## config.mk

```make
export PLATFORM = sky130hd
export DESIGN_NAME = hazard_ctrl
export DESIGN_NICKNAME = d
export VERILOG_FILES = /design/src/rtl/hazard_ctrl.sv
export SDC_FILE = /design/constraint.sdc
export NUM_CORES = 1
export LEC_CHECK = 0
export CORE_MARGIN = 1
export CORE_UTILIZATION = 44
export DETAILED_ROUTE_END_ITERATION = 10
export HOLD_SLACK_MARGIN = 0.1
export PLACE_DENSITY_LB_ADDON = 0.05
export SYNTH_ARGS = -nofsm -noshare
export SYNTH_HDL_FRONTEND = slang
export SYNTH_SLANG_ARGS = --single-unit
```

## constraint.sdc

```tcl
create_clock -name clk -period 1.8 [get_ports clk]
set_input_delay 0.45 -clock clk [delete_from_list [all_inputs] [get_ports clk]]
set_output_delay 0.45 -clock clk [all_outputs]
set_load 0.05 [all_outputs]
```

## src/rtl/hazard_ctrl.sv

```systemverilog
// Pipeline hazard controller for a 5-stage RV32I core: load-use stall detection,
// EX operand forwarding selects, branch flush sequencing and stall/flush counters.
module hazard_ctrl #(
  parameter int REG_ADDR_WIDTH = 5,
  parameter int FLUSH_CYCLES   = 2,
  parameter int CNT_WIDTH      = 16
) (
  input  logic                      clk,
  input  logic                      reset,
  input  logic                      id_valid,
  input  logic [REG_ADDR_WIDTH-1:0] id_rs1,
  input  logic [REG_ADDR_WIDTH-1:0] id_rs2,
  input  logic                      id_uses_rs1,
  input  logic                      id_uses_rs2,
  input  logic [REG_ADDR_WIDTH-1:0] id_rd,
  input  logic                      id_RegWrite,
  input  logic                      id_MemRead,
  input  logic                      branch_taken,
  output logic                      stall,
  output logic                      bubble_ex,
  output logic                      flush,
  output logic [1:0]                fwd_a,
  output logic [1:0]                fwd_b,
  output logic [CNT_WIDTH-1:0]      stall_cnt,
  output logic [CNT_WIDTH-1:0]      flush_cnt
);

  // state | meaning
  // RUN   | normal issue; load-use stalls allowed, taken branch starts a flush
  // FLUSH | squash IF/ID and ID/EX for FLUSH_CYCLES cycles, branches ignored
  typedef enum logic {RUN = 1'b0, FLUSH = 1'b1} state_t;

  localparam int FW = (FLUSH_CYCLES > 1) ? $clog2(FLUSH_CYCLES) : 1;

  state_t              state, state_nx;
  logic [FW-1:0]       fcnt, fcnt_nx;

  // The WB entry is implicit: a MEM hit found at issue is the WB producer
  // once the consumer reaches EX, so only EX and MEM fields are stored.
  logic                      ex_v, ex_rw, ex_mr;
  logic [REG_ADDR_WIDTH-1:0] ex_rd;
  logic                      mem_v, mem_rw;
  logic [REG_ADDR_WIDTH-1:0] mem_rd;

  logic       ex_ld, load_use, issue;
  logic       a_ex, a_mem, b_ex, b_mem;
  logic [1:0] fwd_a_nx, fwd_b_nx;

  assign ex_ld    = ex_v & ex_mr & (ex_rd != '0);
  assign load_use = id_valid & ex_ld &
                    ((id_uses_rs1 & (id_rs1 == ex_rd)) | (id_uses_rs2 & (id_rs2 == ex_rd)));

  assign a_ex  = id_uses_rs1 & ex_v  & ex_rw  & (ex_rd  != '0) & (ex_rd  == id_rs1);
  assign a_mem = id_uses_rs1 & mem_v & mem_rw & (mem_rd != '0) & (mem_rd == id_rs1);
  assign b_ex  = id_uses_rs2 & ex_v  & ex_rw  & (ex_rd  != '0) & (ex_rd  == id_rs2);
  assign b_mem = id_uses_rs2 & mem_v & mem_rw & (mem_rd != '0) & (mem_rd == id_rs2);

  assign fwd_a_nx = a_ex ? 2'b10 : (a_mem ? 2'b01 : 2'b00);
  assign fwd_b_nx = b_ex ? 2'b10 : (b_mem ? 2'b01 : 2'b00);

  always_comb begin
    state_nx = state;
    fcnt_nx  = fcnt;
    stall    = 1'b0;
    flush    = 1'b0;
    case (state)
      RUN: begin
        stall = load_use;
        if (branch_taken) begin
          state_nx = FLUSH;
          fcnt_nx  = FW'(FLUSH_CYCLES - 1);
        end
      end
      FLUSH: begin
        flush = 1'b1;
        if (fcnt == '0) state_nx = RUN;
        else            fcnt_nx  = fcnt - FW'(1);
      end
      default: state_nx = RUN;
    endcase
  end

  assign bubble_ex = stall | flush;
  assign issue     = id_valid & ~stall & ~flush;

  always_ff @(posedge clk or negedge reset) begin
    if (!reset) begin
      state <= RUN;
      fcnt  <= '0;
    end else begin
      state <= state_nx;
      fcnt  <= fcnt_nx;
    end
  end

  always_ff @(posedge clk or negedge reset) begin
    if (!reset) begin
      ex_v   <= 1'b0;
      ex_rw  <= 1'b0;
      ex_mr  <= 1'b0;
      ex_rd  <= '0;
      mem_v  <= 1'b0;
      mem_rw <= 1'b0;
      mem_rd <= '0;
      fwd_a  <= 2'b00;
      fwd_b  <= 2'b00;
    end else begin
      mem_v  <= ex_v;
      mem_rw <= ex_rw;
      mem_rd <= ex_rd;
      ex_v   <= issue;
      if (issue) begin
        ex_rw <= id_RegWrite;
        ex_mr <= id_MemRead;
        ex_rd <= id_rd;
        fwd_a <= fwd_a_nx;
        fwd_b <= fwd_b_nx;
      end else begin
        fwd_a <= 2'b00;
        fwd_b <= 2'b00;
      end
    end
  end

  always_ff @(posedge clk or negedge reset) begin
    if (!reset) begin
      stall_cnt <= '0;
      flush_cnt <= '0;
    end else begin
      if (stall && (stall_cnt != '1)) stall_cnt <= stall_cnt + CNT_WIDTH'(1);
      if (flush && (flush_cnt != '1)) flush_cnt <= flush_cnt + CNT_WIDTH'(1);
    end
  end

endmodule

```

; ---- Word-level counts from Yosys, hierarchy flattened
; Index checks and enable logic that the tools add are counted.
; W data, S select, Z words.
[totals]
regBits = 53
in_bits = 23
out_inout_bits = 39
[op_classes]
addsub = 3
eq_ne = 9
mux = 14
n_bitwise = 29
reduce_logical = 4
[op_table]
columns = op, n
row1 = $add A16 B1 Y16 const B, 2
row2 = $ne A16 B16 Y1 const B, 2
row3 = $eq A5 B5 Y1, 6
row4 = $and A1 B1 Y1, 24
row5 = $reduce_bool A5 Y1, 2
row6 = $mux W1, 8
row7 = $mux W2, 4
row8 = $pmux W1 S2, 2
row9 = $not A1 Y1, 3
row10 = $logic_and A1 B1 Y1, 2
row11 = $ne A2 B2 Y1 const B, 1
row12 = $or A1 B1 Y1, 2
row13 = $sub A1 B1 Y1 const B, 1

; ---- Longest topological paths before layout
; Gate-level depths: netlist (run 1).
[depth]
depth_word = 9
mapped_depth = 8

; ---- Worst setup path before layout (run 1)
; OpenSTA, ideal clock, no wires.
[synth_path]
path_type = input to output
start = in id_rs1[3]
end = out stall
arrival_time_ns = 2.042
required_time_ns = 1.350
setup_slack_ns = -0.692
stages = 5
cell_sequence = xor2_1 > nor4_1 > nand3_1 > a21oi_2 > nor2b_1
[synth_between]
elab_chain_cells = 5
[synth_lines]
columns = item, line_no
row1 = from (decl), 11  ; input logic [REG_ADDR_WIDTH-1:0] id_rs1,
row2 = $eq A5 B5 Y1, 51  ; ((id_uses_rs1 & (id_rs1 == ex_rd)) | (id_uses_rs2 & (id_rs2 == ex_rd)));
row3 = $and A1 B1 Y1, 51
row4 = $or A1 B1 Y1, 51
row5 = $and A1 B1 Y1, 50  ; assign load_use = id_valid & ex_ld &
row6 = $mux W1, 66  ; case (state)
row7 = to (decl), 19  ; output logic stall,
; Every way passes these cells.

; ---- Worst setup path after layout (run 1)
[layout_path]
start = reg ex_rd[0]
end = out stall
[layout_between]
elab_chain_cells = 5
elab_cells_between_ends = 10
[layout_lines]
columns = item, line_no
row1 = from (decl), 41  ; logic [REG_ADDR_WIDTH-1:0] ex_rd;
row2 = from (signal assigned), 115  ; ex_rd <= id_rd;
row3 = $eq A5 B5 Y1 or $reduce_bool A5 Y1 (tied branches), "51, 49"
row4 = $and A1 B1 Y1 (on tied branches), "51, 49"
row5 = $or A1 B1 Y1 or $and A1 B1 Y1 (tied branches), "51, 50"
row6 = $and A1 B1 Y1 *, 50
row7 = $mux W1 *, 66
; Mark *: on every way between the ends. The rest lies on a longest branch, timed or not.

==> qor.yml, run 1 <==
route:
  wl_per_cell_um: 15.5
  drt_wl_total_um: 6220
  drc: 0
  ant_nets: 0
  vias: 2062
  drtIter0Drc: 70
  via_per_inst: 5.14
  dr.pass1.iters: 4
hold_path:
  min-delay-path-class: "in -> async"
cells_and_area:
  design_area_um2: 3950
  filler_cell_count: 372
  mostFrequentLayoutCells: "86 x buf_4, 28 x dfrtp_1, 25 x xnor2_1, 25 x dfrtp_2, 19 x xor2_1"
  final_cells: 401
  drive_above_1_share: 0.547
  diodes: 0
  area_delta_synth_final_pct: 62.9
  num-nets-final: 355
  layout_commonest_cell: "buf_4"
logic_synthesis:
  ys_seq_elements: 53
  synth_nets: 230
  syn-cell-area_um2: 2420
  yosysUniqueCellTypes: 35
  synth.avg_cell_area_um2: 11.8
  synth_top_area_share: 0.548
  yosysTopAreaCell: "dfrtp_1"
  synth_cells: 205
  ys_top_cells_by_area: "dfrtp_1 55%, xnor2_1 10%, xor2_1 6.9%"
  yosysWarnings: 0
  seq_area_frac_synth: 0.548
timing:
  setup_viol: 28
  tightest_slew_ps: 548
  fin_ws_ps: -617
  grt_setup_unrepaired: "true"
  finalHoldViolCount: 0
  fmax_mhz: 414
  slew_headroom: 0.635
  slew_viol_final: 0
  period_minus_slack_ps: 2420
  fin_crit_sh: 1.34
  fin_worst_skew_ps: 4.89
critical_path:
  slowest_stage: "dfrtp_1"
  setup.worst_path.start: "ex_rd[0]"
  crit_end: "stall"
  critPathTopFamily: "buffers and inverters"
  rr_startpoint: "ex_rd[1]"
  crit_arrival_ps: 1970
  path_max_fanout: 3
  startpoint_type: "flop"
  critPathRequiredTime_ps: 1350
  reg2reg_slack_ps: -420
  ff2ff_path_depth: 7
  critPathBufInv: 4
  slowest_delay_ps: 400
  crit_path_end_kind: "primary output"
  timing.rr.end: "ex_rw"
  path_depth: 8
  worstPathCellList: "buf_6, buf_4, buf_4, xnor2_1, nand3_1, a21oi_4, nor2b_4, buf_12"
  crit_type: "reg -> out"
  path_common_cell: "buf_4"
global_route:
  grt_pass1_wl_um: 10400
  grt_start_max_net_pins: 26
  grt_pass1_vias: 2113
  antenna_found_initial: 0
  gr-usage-all-layers: 0.229
  grt_overflow_total: 0
flow_run:
  maxCapViolations: 0
power_and_ir_drop:
  leakage_nw: 1.80
  powerDensity_nw_per_um2: 1140
  irDropWorstVdd_uv: 1270
placed_design:
  dp_hpwl_um: 4180
  gp_congestion: 0.834
  place_ws_ps: -726
  port_buffers: 61
  dp.cells: 383
  place_area_um2: 3590
floorplanning:
  core-area_um2: 5200
  placementRows: 26
  start_util: 0.465
  chipHeight_um: 76.2
  dieArea_um2: 5810
  die_x_um: 76.2
  pin_count: 62
clock_tree:
  cts_sinks: 53
  cts_buffers: 5
  clk_pin_slew_ps: 90
  cts_tree: "yes"
  htree_num_levels: 2
  cts_buffer_depth: 2
  worst_skew_pair.late_latency_ps: 310
  cts-root-buf: "clkbuf_8"
status:
  violations: "setup timing"
  status: "complete, but fails checks"
-- cell usage after synthesis --
cell type,instances
dfrtp_1,53
xnor2_1,28
xor2_1,19
nand3_1,18
nor2_1,11
nand2_1,9
and3_1,8
mux2_1,8
nand4_1,8
nor4_1,6
and4_1,4
a21oi_1,3
or4_1,3
a21oi_2,2
buf_2,2
ha_1,2
inv_1,2
o2111ai_1,2
a211o_1,1
a211oi_1,1
a21o_1,1
a311o_1,1
and2_1,1
and4_4,1
buf_4,1
clkbuf_1,1
mux2_2,1
nand2b_1,1
nand3_2,1
nor2_2,1
nor2b_1,1
o211ai_1,1
o211ai_2,1
o21a_1,1
or4_4,1
-- routing by layer --
metal | wire [um] | track usage
met3 | 222 | 0.0335
met2 | 3090 | 0.379
met4 | 125 | 0.0846
met1 | 2790 | 0.308
met5 | 0 | 0
-- cells by family after synthesis --
family | count (synthesis) | share of synthesized area
buf+inv | 6 | 0.0119
xor+xnor | 47 | 0.170
mux | 9 | 0.0418
compound gates | 14 | 0.0460
flops | 53 | 0.548
simple gates | 74 | 0.173
fa+ha+maj | 2 | 0.0103
-- metrics by stage --
stage	utilization	total power [mW]	setup TNS, ps	hold slack, ps
finish	0.758	4.50	-8560	113
global route	0.758	4.70	-10540	149
CTS	0.748	4.41	-10520	129
detailed placement	0.689	3.37	-16700	409
global placement	0.689	3.35	-16470	386
floorplan	-	2.70	-4730	154
-- where the power goes --
group	switching [mW]	internal, mW	total [mW]
Combinational	0.962	0.946	1.91
Sequential	0.289	1.47	1.76
Clock	0.378	0.454	0.831
-- layout make-up --
type,count,area (um2),share of cell area
Sequential cell,53,1360,0.344
Tap cell,70,87.6,0.0222
Timing Repair Buffer,122,1050,0.267
Clock buffer,7,86.3,0.0219
Multi-Input combinational cell,146,1320,0.335
Inverter,2,7.51,0.00190
Clock inverter,1,30.0,0.00761
-- state kept, by name (all words and copies together), names as in the netlist --
| name | count |
|---|---|
| ex_rd | 5 |
| flush_cnt | 16 |
| ex_mr | 1 |
| state | 1 |
| ex_rw | 1 |
| fwd_a | 2 |
| mem_rw | 1 |
| fcnt | 1 |
| stall_cnt | 16 |
| ex_v | 1 |
| fwd_b | 2 |
| mem_v | 1 |
| mem_rd | 5 |
-- repair_timing --
action / 4_1_cts / 5_1_grt
gates resized for setup: 36 / 13
hold buffers: 0 / 0
setup endpoints to repair: 28 / 36
buffers inserted: 20 / 8
pin swaps: 27 / 10
-- how the worst min path moves through the flow --
stage          cells past startpoint  endpoint   from  slack [ps]
2_1_floorplan                      0     ex_mr  reset         150
3_3_place_gp                       0    mem_rw  ex_rw         390
3_5_place_dp                       0    mem_rw  ex_rw         410
4_1_cts                            1  fwd_b[1]  reset         130
5_1_grt                            1  fwd_a[0]  reset         150
6_report                           1  fwd_a[0]  reset         110
No activity file was read; power rests on OpenSTA's default activity.
==> inputs of run 2 (changes only) <==
- SETUP_SLACK_MARGIN: not set -> 0.02
==> run 2 against run 1 <==
  * The run still ends with setup timing left
  * Register-to-register slack worse by 240 ps
  * Flip-flop and latch count unchanged
  * Clock power down 17%
  * First-iteration DRC count down 33%
  * Clock-buffer cell count up 1
  * Sequential share of layout area down 1.4 points
  * Global-route usage down 0.75 points
  * Worst hold slack better by 300 ps
  * Largest power group unchanged
  * Highest routed layer unchanged
==> qor.yml, run 2 (same netlist as run 1, synthesis figures left out) <==
status:
  status: "complete, but fails checks"
  violations: "setup timing"
cells_and_area:
  num-nets-final: 373  # +5.1%
  mostFrequentLayoutCells: "99 x buf_4, 30 x dfrtp_1, 28 x xnor2_1, 23 x dfrtp_2, 18 x xor2_1"
  reg.largest.list: "flush_cnt: 16 flops, stall_cnt: 16 flops"
  area_delta_synth_final_pct: 69.5
  final_cells: 419  # +4.5%
  finish.utilization: 0.789  # +0.0308
  filler_cell_count: 328  # -12%
  drive_above_1_share: 0.559  # +0.0119
  layout_commonest_cell: "buf_4"
  diodes: 0  # unchanged
  multi_input_area_um2: 1310  # -0.95%
  regArea_um2: 1360  # -0.18%
global_route:
  grt_overflow_total: 0  # unchanged
  grt_pass1_wl_um: 10300  # -1.1%
  antenna_found_initial: 0  # unchanged
  gr-usage-all-layers: 0.222  # -0.00754
  grt_start_max_net_pins: 53  # +100%
  grt_pass1_vias: 2194  # +3.8%
route:
  drt_wl_total_um: 6530  # +5.0%
  drc: 0  # unchanged
  ant_nets: 0  # unchanged
  dr.pass1.iters: 6  # +2
  wl_per_cell_um: 15.6  # +0.52%
  vias: 2163  # +4.9%
  via_per_inst: 5.16  # +0.39%
  drtIter0Drc: 47  # -33%
timing:
  fin_ws_ps: -713  # -95.6 ps
  slew_headroom: 0.791  # +0.156
  finalHoldViolCount: 0  # unchanged
  setup_viol: 30  # +7.1%
  tightest_slew_ps: 314  # -234 ps
  fmax_mhz: 398  # -3.8%
  fin_worst_skew_ps: 6.27  # +1.38 ps
  slew_viol_final: 0  # unchanged
  period_minus_slack_ps: 2510  # +95.6 ps
  grt_setup_unrepaired: "true"
  fin_crit_sh: 1.40  # +0.0531
critical_path:
  slowest_delay_ps: 560  # +160 ps
  crit_arrival_ps: 2060  # +90 ps
  worstPathCellList: "buf_6, or4_4, o211ai_4, a21oi_4, a21o_2, buf_12"
  crit_type: "reg -> out"
  startpoint_type: "flop"
  path_max_fanout: 3  # unchanged
  critPathRequiredTime_ps: 1350  # about the same
  crit_path_end_kind: "primary output"
  slowest_stage: "or4_4"
clock_tree:
  worst_skew_pair.late_latency_ps: 300  # about the same
  htree_num_levels: 2  # unchanged
  cts_buffer_depth: 2  # unchanged
  cts_sinks: 53  # unchanged
  cts_buffers: 5  # unchanged
  clk_pin_slew_ps: 90  # about the same
  cts_tree: "yes"
  cts-root-buf: "clkbuf_8"
power_and_ir_drop:
  irDropWorstVdd_uv: 1450  # +14%
  leakage_nw: 1.87  # +3.7%
  powerDensity_nw_per_um2: 1100  # -3.4%
floorplanning:
  start_util: 0.465  # unchanged
  placementRows: 26  # unchanged
  core-area_um2: 5200  # unchanged
  dieArea_um2: 5810  # unchanged
  die_x_um: 76.2  # unchanged
  chipHeight_um: 76.2  # unchanged
  pin_count: 62  # unchanged
flow_run:
  maxCapViolations: 0  # unchanged
placed_design:
  port_buffers: 61  # unchanged
  dp_hpwl_um: 4230  # +1.1%
  dp.cells: 385  # +0.52%
  gp_congestion: 0.806  # -3.4%
hold_path:
  min-delay-path-class: "reg -> reg"
==> run 2: path summary, 6_finish.rpt <==
kind	from	to	slack [ps]	cells after the start
min reg2reg	ex_rw	mem_rw	420	0
max	ex_rd[1]	bubble_ex	-710	6
max in group asynchronous	reset	flush_cnt[0]	860	3
max reg2reg	ex_rd[1]	stall_cnt[1]	-660	10
min in group asynchronous	reset	fwd_a[0]	470	2
min	ex_rw	mem_rw	420	0
==> run 2: layout make-up <==
cell class	instances	share of cell area
sequential	53	0.330
inverter	2	0.00183
tap	70	0.0213
clock buffer	8	0.0219
multi-input combinational	146	0.319
timing repair buffer	140	0.306
==> run 2: worst max-delay path, delay by kind of cell, from the launching register on <==
kind / cells / cell delay (ps)
and+or+nand+nor: 1 / 560
AOI/OAI and AO/OA: 3 / 510
DFF: 1 / 410
buffers and inverters: 2 / 280
==> run 2: where the power goes <==
| part | total, mW | switching [mW] | internal [mW] | leakage [nW] |
|---|---|---|---|---|
| Sequential | 1.74 | 0.276 | 1.46 | 0.658 |
| Clock | 0.692 | 0.378 | 0.315 | 0.0455 |
| Combinational | 2.09 | 1.03 | 1.06 | 1.17 |
| Total | 4.52 | 1.68 | 2.84 | 1.87 |
==> run 2: timing repair <==
action | 4_1_cts | 5_1_grt
endpoints found under the hold margin | 1 | 0
gates resized for setup | 24 | 18
pin swaps | 14 | 19
hold buffers | 1 | 0
setup endpoints to repair | 29 | 37
setup buffers | 17 | 12
cloned | 1 | 0
==> run 2: per-layer routing <==
layer | vias up | part of all wire | GRT usage
met3 | 14 | 0.046 | 0.0383
met5 | - | 0 | 0
met4 | 0 | 0.017 | 0.0635
met1 | 1068 | 0.44 | 0.298
li1 | 1009 | - | -
met2 | 72 | 0.50 | 0.370
==> run 2: per-stage QoR <==
stage / cell area, um2 / worst slack, ps / hold slack [ps] / power [mW] / TNS (ps)
detailed placement: 3630 / -798 / 250 / 3.40 / -18180
finish: 4110 / -713 / 418 / 4.52 / -15150
CTS: 3980 / -747 / 431 / 4.36 / -14040
global route: 4110 / -752 / 441 / 4.73 / -16810
global placement: 3630 / -795 / 248 / 3.35 / -17300
floorplan: 2600 / -297 / 154 / 2.70 / -4730
==> RTL change (flow settings as in run 2) <==
Reset style: synchronous (`reset`), changed in 3 clocked blocks.
--- a/src/rtl/hazard_ctrl.sv
+++ b/src/rtl/hazard_ctrl.sv
@@ -85,3 +85,3 @@
 
-  always_ff @(posedge clk or negedge reset) begin
+  always_ff @(posedge clk) begin
     if (!reset) begin
@@ -95,3 +95,3 @@
 
-  always_ff @(posedge clk or negedge reset) begin
+  always_ff @(posedge clk) begin
     if (!reset) begin
@@ -124,3 +124,3 @@
 
-  always_ff @(posedge clk or negedge reset) begin
+  always_ff @(posedge clk) begin
     if (!reset) begin
Check against the original RTL: differs if reset is asserted again (counterexample within 4 cycles, from zero or initial values and one cycle with reset low); with reset held inactive, the same outputs for 10 cycles.
==> RTL change against run 2 <==
  * Critical path depth unchanged
  * Cell area down 3.1%
  * Sequential cell count unchanged
  * Utilization down 6.6 points
  * Routed wire length up 0.81%
  * First-iteration DRC count up 110%
  * Area after synthesis up 3.9%
  * Final cell count up 15%
  * Setup slack better by 0.24 ns
  * The run still ends with negative setup slack left
Power is not compared: it rests on default switching activity, and its combinational part moved more than twofold at a synthesized area within 25%.
==> RTL change: results (changes against run 2) <==
global_route:
  grt_pass1_wl_microns: 10900  # was 10300 microns
  grt_max_degree: 27  # was 53
  grt_usage: 0.228  # was 0.222
  grt_antenna_before_repair: 0  # unchanged
  grt_pass1_vias: 2347  # was 2194
place:
  dp_slack_ns: -0.944  # was -0.798 ns
  dp.cells: 456  # was 385
  portBuffers: 61  # unchanged
  gp_congestion: 0.843  # was 0.806
  dp_hpwl_microns: 4630  # was 4230 microns
route:
  num_vias: 2499  # was 2163
  ant_nets: 0  # unchanged
  first_pass_iters: 4  # was 6
  wirelength_microns: 6590  # was 6530 microns
  viasPerCell: 5.17  # was 5.16
  drtIter0Drc: 98  # was 47
setup_path:
  max_stage_delay_ns: 0.53  # was 0.56 ns
  path_max_fanout: 4  # was 3
  cpLargestDelayFamily: "simple AND/OR/NAND/NOR gates"  # unchanged
  cp_slowest_cell: "or4_4"  # unchanged
  reg2regPathDepth: 7  # was 10
  crit_path_start: "ex_rd[0]"  # was ex_rd[1]
clock_network:
  cts-root-buf: "clkbuf_8"  # unchanged
  clkTransAtPathRegs_ns: 0.09  # about the same
  cts_max_path_buffers: 2  # unchanged
  clkLatencyLatePin_ns: 0.30  # about the same
synth:
  yosys_warnings: 0  # unchanged
  synth_common_cells: "dfxtp_1, nand2_1, xor2_1"  # was dfrtp_1, xnor2_1, xor2_1
  netlist.area_leader.share: 0.422  # was 0.548
  synthCells: 288  # was 205
  synthTopCellsByArea: "dfxtp_1, xor2_1, mux2i_1"  # was dfrtp_1, xnor2_1, xor2_1
  synthDistinctLibCells: 42  # was 35
  async_reset_ff_frac: 0  # was 1.00
  synth_fp_nets: 313  # was 230
  synth_ff_type: "dfxtp_1"  # was dfrtp_1
  ys_seq_area_frac: 0.422  # was 0.548
power_and_ir_drop:
  vdd_drop_max_mv: 0.375
  pwr-share-clk: 0.296
  switchingPower_uw: 523
  p_leak_nw: 1.68
worst_hold_path:
  hold_class: "reg -> reg"  # unchanged
  min_path_cells: 2  # was 0
  hold_start: "ex_rw"  # unchanged
timing:
  tightestPinTransition_ns: 0.336  # was 0.314 ns
  finalClockSkew_ns: 0.00849  # was 0.00627 ns
  setup_viol: 30  # unchanged
  worst_slack_ns: -0.475  # was -0.713 ns
status:
  outcome: "complete, but fails checks"  # unchanged
  violations: "negative setup slack"  # unchanged
layout:
  nFillCells: 425  # was 328
  biggestRegsByFlops: "flush_cnt x16, stall_cnt x16"  # unchanged
  antenna_cells: 0  # unchanged
  layout-drive-gt1-share: 0.416  # was 0.559
  fin_nets: 435  # was 373
## RTL change: power by group through the flow
| stage | clock [mW] | sequential (mW) | combinational, mW |
|---|---|---|---|
| after floorplan | 0 | 1.25 | 0.122 |
| final | 0.632 | 1.21 | 0.286 |
| after detailed placement | 0 | 1.24 | 0.273 |
| after global routing | 0.706 | 1.22 | 0.308 |
| after global placement | 0 | 1.24 | 0.270 |
| after CTS | 0.668 | 1.21 | 0.278 |
## RTL change: worst paths after layout
check | slack, ns | end
worst max-delay path | -0.48 | bubble_ex
worst min-delay path | 0.48 | mem_rw
worst max register to register | -0.45 | stall_cnt[10]
worst min register to register | 0.48 | mem_rw
## RTL change: worst min-delay path, delay by kind of cell, from the launching register on
kind,cells,cell delay [ns]
flip-flops,1,0.33
AND/OR/NAND/NOR,1,0.07
buffers and inverters,1,0.04
## RTL change: logic make-up after synthesis
group / synth area share
AOI/OAI and AO/OA: 0.0716
xor gates and xnor gates: 0.122
adders and majority gates: 0.00994
buffers and inverters: 0.0403
DFF: 0.422
muxes: 0.0517
and+or+nand+nor: 0.283
## RTL change: per-stage QoR
step / power, mW / setup TNS (ns) / cell area, sq um
floorplan: 1.37 / -2.43 / 2630
global placement: 1.51 / -21.14 / 3570
detailed placement: 1.51 / -22.13 / 3570
CTS: 2.16 / -7.59 / 3900
global route: 2.23 / -10.80 / 3980
finish: 2.13 / -7.85 / 3980
## RTL change: layer usage
layer | track usage | wire [microns]
met2 | 0.407 | 3380
met3 | 0.0400 | 241
met4 | 0.0755 | 103
met5 | 0 | 0
met1 | 0.275 | 2870
## RTL change: repair_timing
item / in CTS / in global routing
pin swaps: 21 / 12
setup endpoints to repair: 30 / 32
buffers inserted: 15 / 5
gates cloned: 1 / 0
resized for setup: 45 / 16
hold endpoints to repair: 0 / 0
## RTL change: layout make-up
cell class,instances,share of cell area
Clock buffer,7,0.0192
Sequential cell,53,0.281
Tap cell,72,0.0226
Timing Repair Buffer,127,0.277
Multi-Input combinational cell,212,0.389
Clock inverter,1,0.000943
Inverter,11,0.0104
